**config.mk**
```make
export PLATFORM = sky130hd
export DESIGN_NAME = uart_rx_ascii_flat
export DESIGN_NICKNAME = d
export VERILOG_FILES = /design/src/rtl/uart_rx_ascii_if.sv /design/src/rtl/uart_rx_ascii.sv /design/src/flat_wrapper.sv
export SDC_FILE = /design/constraint.sdc
export NUM_CORES = 1
export LEC_CHECK = 0
export BUFFER_PORTS_ARGS = -buffer_cell sky130_fd_sc_hd__buf_2
export CORE_MARGIN = 2
export CORE_UTILIZATION = 35
export DETAILED_ROUTE_END_ITERATION = 6
export PLACE_DENSITY_LB_ADDON = 0.3
export SLEW_MARGIN = 20
export SYNTH_ARGS = -nofsm -noshare
export SYNTH_HDL_FRONTEND = slang
export SYNTH_SLANG_ARGS = --single-unit
```
**constraint.sdc**
```tcl
create_clock -name clk -period 2.02 [get_ports clk]
set_input_delay 0.101 -clock clk [delete_from_list [all_inputs] [get_ports clk]]
set_output_delay 0.101 -clock clk [all_outputs]
set_load 0.03 [all_outputs]
```
**src/rtl/uart_rx_ascii_if.sv**
```systemverilog
// Character stream from the UART receiver to the sequence verifier, plus the serial line feeding it.
interface uart_rx_ascii_if;
  logic       rx;
  logic [7:0] ascii_char;
  logic       char_valid;
  logic       frame_error;
  logic       busy;

  modport master (
    input  rx,
    output ascii_char,
    output char_valid,
    output frame_error,
    output busy
  );

  modport slave (
    output rx,
    input  ascii_char,
    input  char_valid,
    input  frame_error,
    input  busy
  );
endinterface

```
**src/rtl/uart_rx_ascii.sv**
```systemverilog
// 8N1 UART receiver: deserialises rx into ascii_char with a one-cycle char_valid strobe,
// flags bad stop bits on frame_error and refuses to restart until the line returns high.
module uart_rx_ascii #(
  parameter int unsigned UART_RX_BAUD = 20,
  parameter int unsigned freq         = 200
) (
  input logic             clk,
  input logic             rst,
  uart_rx_ascii_if.master bus
);

  localparam int unsigned CPB  = freq / UART_RX_BAUD;
  localparam int unsigned HALF = CPB / 2;
  localparam int unsigned CW   = $clog2(CPB);

  typedef enum logic [2:0] {
    IDLE,
    START,
    DATA,
    STOP,
    WAIT_IDLE
  } state_t;

  state_t        state_q;
  logic          rx_meta_q;
  logic          rx_s_q;
  logic [CW-1:0] cnt_q;
  logic [2:0]    bitn_q;
  logic [7:0]    shift_q;
  logic [7:0]    ascii_q;
  logic          char_valid_q;
  logic          frame_error_q;
  logic          busy_q;

  // Sync flops reset high so a released reset never looks like a start edge.
  always_ff @(posedge clk or negedge rst) begin
    if (!rst) begin
      state_q       <= IDLE;
      rx_meta_q     <= 1'b1;
      rx_s_q        <= 1'b1;
      cnt_q         <= '0;
      bitn_q        <= '0;
      shift_q       <= '0;
      ascii_q       <= '0;
      char_valid_q  <= 1'b0;
      frame_error_q <= 1'b0;
      busy_q        <= 1'b0;
    end else begin
      rx_meta_q     <= bus.rx;
      rx_s_q        <= rx_meta_q;
      char_valid_q  <= 1'b0;
      frame_error_q <= 1'b0;

      unique case (state_q)
        IDLE: begin
          if (!rx_s_q) begin
            state_q <= START;
            cnt_q   <= '0;
            busy_q  <= 1'b1;
          end
        end

        // Re-check the line at mid start bit to reject glitches.
        START: begin
          if (cnt_q == CW'(HALF - 1)) begin
            cnt_q <= '0;
            if (!rx_s_q) begin
              state_q <= DATA;
              bitn_q  <= '0;
            end else begin
              state_q <= IDLE;
              busy_q  <= 1'b0;
            end
          end else begin
            cnt_q <= cnt_q + CW'(1);
          end
        end

        DATA: begin
          if (cnt_q == CW'(CPB - 1)) begin
            cnt_q           <= '0;
            shift_q[bitn_q] <= rx_s_q;
            if (bitn_q == 3'd7) begin
              state_q <= STOP;
            end else begin
              bitn_q <= bitn_q + 3'd1;
            end
          end else begin
            cnt_q <= cnt_q + CW'(1);
          end
        end

        STOP: begin
          if (cnt_q == CW'(CPB - 1)) begin
            cnt_q <= '0;
            if (rx_s_q) begin
              ascii_q      <= shift_q;
              char_valid_q <= 1'b1;
              state_q      <= IDLE;
              busy_q       <= 1'b0;
            end else begin
              frame_error_q <= 1'b1;
              state_q       <= WAIT_IDLE;
            end
          end else begin
            cnt_q <= cnt_q + CW'(1);
          end
        end

        // A held-low (break) line must go high before another frame can start.
        WAIT_IDLE: begin
          if (rx_s_q) begin
            state_q <= IDLE;
            busy_q  <= 1'b0;
          end
        end

        default: begin
          state_q <= IDLE;
          busy_q  <= 1'b0;
        end
      endcase
    end
  end

  assign bus.ascii_char  = ascii_q;
  assign bus.char_valid  = char_valid_q;
  assign bus.frame_error = frame_error_q;
  assign bus.busy        = busy_q;

endmodule

```
**src/flat_wrapper.sv**
```systemverilog
// flat-port wrapper written by rule: the top's interface ports become plain ports
module uart_rx_ascii_flat 
#(
  parameter int unsigned UART_RX_BAUD = 20,
  parameter int unsigned freq         = 200
)
  (clk, rst, bus_rx, bus_ascii_char, bus_char_valid, bus_frame_error, bus_busy);
  uart_rx_ascii_if bus_i ();
  input logic clk;
  input logic rst;
  input wire logic [$bits(bus_i.rx)-1:0] bus_rx;
  output wire logic [$bits(bus_i.ascii_char)-1:0] bus_ascii_char;
  output wire logic [$bits(bus_i.char_valid)-1:0] bus_char_valid;
  output wire logic [$bits(bus_i.frame_error)-1:0] bus_frame_error;
  output wire logic [$bits(bus_i.busy)-1:0] bus_busy;
  assign bus_i.rx = bus_rx;
  assign bus_ascii_char = bus_i.ascii_char;
  assign bus_char_valid = bus_i.char_valid;
  assign bus_frame_error = bus_i.frame_error;
  assign bus_busy = bus_i.busy;
  uart_rx_ascii #(.UART_RX_BAUD(UART_RX_BAUD), .freq(freq)) u_core (.clk(clk), .rst(rst), .bus(bus_i));
endmodule
```
==> summary.txt <==
Outcome
  – Status: finished clean

Power and ir drop
  – Power per cell area: 1090 nW/µm²
  – Peak supply drop: ~0.00054 V
  – Total power draw: 0.00194 W
  – P_leak: 0.916 nW

Place
  – Placed instance area: ~1600 µm²
  – Dpl cells: roughly 180
  – Final HPWL DP: 1.86 mm
  – GPL Wtd Cong: 0.812
  – I/O Buffers: 13

STA
  – TNS Setup: 0 ns
  – Worst-margin pin slew: 0.682 ns
  – Max-slew headroom: 0.545
  – Final worst path period share: 0.875
  – Fin. max-slew vios: 0
  – Skew final: 0.00633 ns
  – Setup-failing EPs final: 0
  – Min Tclk post-route: 1.77 ns
  – RSZ-0062 raised after global routing: no
  – Final Hold Fails: 0
  – FMAX: approximately 570 MHz

Setup path
  – Slowest stage delay, CP: 0.52 ns
  – Data arrival, critical path: 1.94 ns
  – Critical Path End Type: flip-flop
  – Slowest cell on the critical path: dfrtp_1
  – CP Cell Sequence: nor3b_2, and2b_1, nor3b_1, mux2_2
  – CP required: 2.20 ns
  – Crit path buf inv count: 0
  – CP Class: reg2reg
  – Largest fanout on the critical path: 12
  – Worst Setup Start Kind: flip-flop
  – Crit-path leading delay family: simple AND/OR/NAND/NOR gates

Layout
  – Final instance area: 1780 µm²
  – FF/Latch Area: ~800 µm²
  – Finished Layout Cells: a little under 200
  – FILL cells: 408
  – Commonest non-fill, non-tap cell in the layout: dfrtp_1
  – Synthesis-to-finish area growth: 16.5%
  – Most frequent cells in the layout: 29 x dfrtp_1, 13 x buf_2, 9 x nor2_1, 8 x mux2_2, 8 x mux2_4
  – Area occupied by multi-input gates: 704 µm²
  – Layout cells sized above 1: 0.352
  – Layout Nets: 149
  – Antenna diodes: 0

Yosys
  – Mapped Avg Cell Area: 12.5 µm²
  – Ys Warns: 0
  – Synth Register Bits: 31
  – Ys async rst share: 1.00
  – Largest family of logic cells by synthesized area: simple AND/OR/NAND/NOR gates
  – Xor and xnor area share after synthesis: 0
  – Ys flop type: dfrtp_1
  – Multiplexer share of the synthesized area: 0.138
  – Post-Synthesis Net Count: between 100 and 150
  – Mapped cell area: about 1500 µm²
  – Synth Area in Adders: 0.0483
  – Simple-Gate Fraction of Synth Area: 0.188
  – Post-synth EDFFs: 0
  – Synth unique cells: between 40 and 50
  – Seq/Total Area, Yosys: 0.509
  – Syn Inst Count: between 100 and 150
  – Compound-Gate Fraction of Synth Area: 0.0876

Global routing
  – First-pass GRT wire length: ~4.7 mm
  – Largest net degree at the start of global routing: 32
  – Antenna violations before repair: 0
  – Vias in the first global route: between 1,000 and 1,500
  – Global-route usage over all layers: 0.123
  – GR Overflow Total: 0

CTS
  – Skew-Pair Late Insertion Delay: 0.29 ns
  – Clock Root Buffer: clkbuf_8
  – Number of H-tree levels: 2
  – TritonCTS Sinks: 31
  – CTS buffer count: 5
  – TritonCTS clock tree: yes
  – CTS Buffer Depth: 2
  – Clock-pin slew on the worst setup and hold paths: 0.07 ns
  – PostCTS Resize Cnt: 0

Route
  – Final wirelength: roughly 2.7 mm
  – DR pass1 iterations: 4
  – Via density per instance: 5.18
  – # DRC: 0
  – Vias: 1,005
  – Post-route ant nets: 0
  – 1st-iter DRT viols: 48
  – Wirelength per Cell: about 14 µm

Floorplanning
  – Total Die Area: slightly below 5000 µm²
  – Initial cell density of the core: 0.358
  – Die W: 70.1 µm
  – Num rows: 24
  – Chip height: ~70 µm
  – CORE AREA: approximately 4300 µm²
  – IO Pins: 14

Hold path
  – Hold Path Class: reg2reg

Job
  – Max_cap viols: 0
## metal layers
layer,GRT usage,share of wire,up-vias
li1,-,-,484
met1,0.141,0.47,495
met2,0.205,0.48,20
met3,0.0433,0.038,6
met4,0.0577,0.019,0
met5,0,0,-
## cell type report
| cell class | count | area share |
|---|---|---|
| tap | 52 | 0.0365 |
| multi-input combinational | 82 | 0.396 |
| clock inverter | 2 | 0.0197 |
| sequential | 31 | 0.437 |
| timing repair buffer | 17 | 0.0562 |
| clock buffer | 6 | 0.0464 |
| inverter | 4 | 0.00843 |
## cells in the mapped netlist, types with 2 or more instances
| master | instances | area (µm²) |
|---|---|---|
| a22o_1 | 2 | 17.5 |
| nor3_1 | 4 | 20.0 |
| mux2_2 | 8 | 90.1 |
| dfstp_2 | 2 | 52.6 |
| nor2_1 | 9 | 33.8 |
| clkbuf_1 | 2 | 7.51 |
| buf_4 | 3 | 22.5 |
| ha_1 | 5 | 62.6 |
| nand4_1 | 2 | 12.5 |
| inv_1 | 4 | 15.0 |
| dfrtp_1 | 29 | 726 |
| a21oi_1 | 2 | 10.0 |
| nand2_1 | 5 | 18.8 |
| a211o_1 | 2 | 17.5 |
| nand3_1 | 2 | 10.0 |
| nand3b_1 | 4 | 30.0 |
| or2_2 | 2 | 12.5 |
| mux2_4 | 8 | 120 |
| nor4_1 | 2 | 12.5 |
| o21ai_0 | 3 | 15.0 |
## report_power, final
part	switching, W	total, W	internal, W
Combinational	0.000278	0.000496	0.000218
Clock	0.000232	0.000631	0.000399
Sequential	0.000110	0.000814	0.000704
Total	0.000620	0.00194	0.00132
## per-stage QoR
stage / setup slack (ns) / hold slack [ns] / util
2_1_floorplan: 0.482 / -0.195 / -
3_3_place_gp: 0.262 / 0.174 / 0.385
3_5_place_dp: 0.247 / 0.191 / 0.385
4_1_cts: 0.236 / 0.358 / 0.418
5_1_grt: 0.120 / 0.359 / 0.418
6_report: 0.252 / 0.356 / 0.418
## path summary, 6_finish.rpt
path / cells after the start / endpoint / from / slack (ns)
min in group asynchronous: 2 / u_core.bitn_q[1]$_DFFE_PN0P_ / rst / 0.39
min reg2reg: 0 / u_core.rx_s_q$_DFF_PN1_ / u_core.rx_meta_q$_DFF_PN1_ / 0.36
min: 0 / u_core.rx_s_q$_DFF_PN1_ / u_core.rx_meta_q$_DFF_PN1_ / 0.36
max: 4 / u_core.shift_q[4]$_DFFE_PN0P_ / u_core.state_q[0]$_DFFE_PN0P_ / 0.25
max in group asynchronous: 2 / u_core.shift_q[5]$_DFFE_PN0P_ / rst / 1.19
max reg2reg: 4 / u_core.shift_q[4]$_DFFE_PN0P_ / u_core.state_q[0]$_DFFE_PN0P_ / 0.25
## state kept, by name, indices dropped and copies added (netlist names)
| register | cells |
|---|---|
| u_core.bus.ascii_char | 8 |
| u_core.shift_q | 8 |
| u_core.cnt_q | 4 |
| u_core.bitn_q | 3 |
| u_core.state_q | 3 |
| u_core.bus.busy | 1 |
| u_core.bus.char_valid | 1 |
| u_core.bus.frame_error | 1 |
| u_core.rx_meta_q | 1 |
| u_core.rx_s_q | 1 |
## kinds of logic after synthesis
family	after synthesis
AND/OR/NAND/NOR	42
flip-flops	31
AO/OA/AOI/OAI	18
multiplexers	16
buffers and inverters	9
adder cells (fa/ha/maj)	6
## timing repair
action / CTS / global route
endpoints found under the hold margin: 30 / 0
hold buffers: 2 / 0
setup buffers: 0 / 0
setup endpoints to repair: 0 / 0
Note: power is estimated with default switching activity, not from simulation.
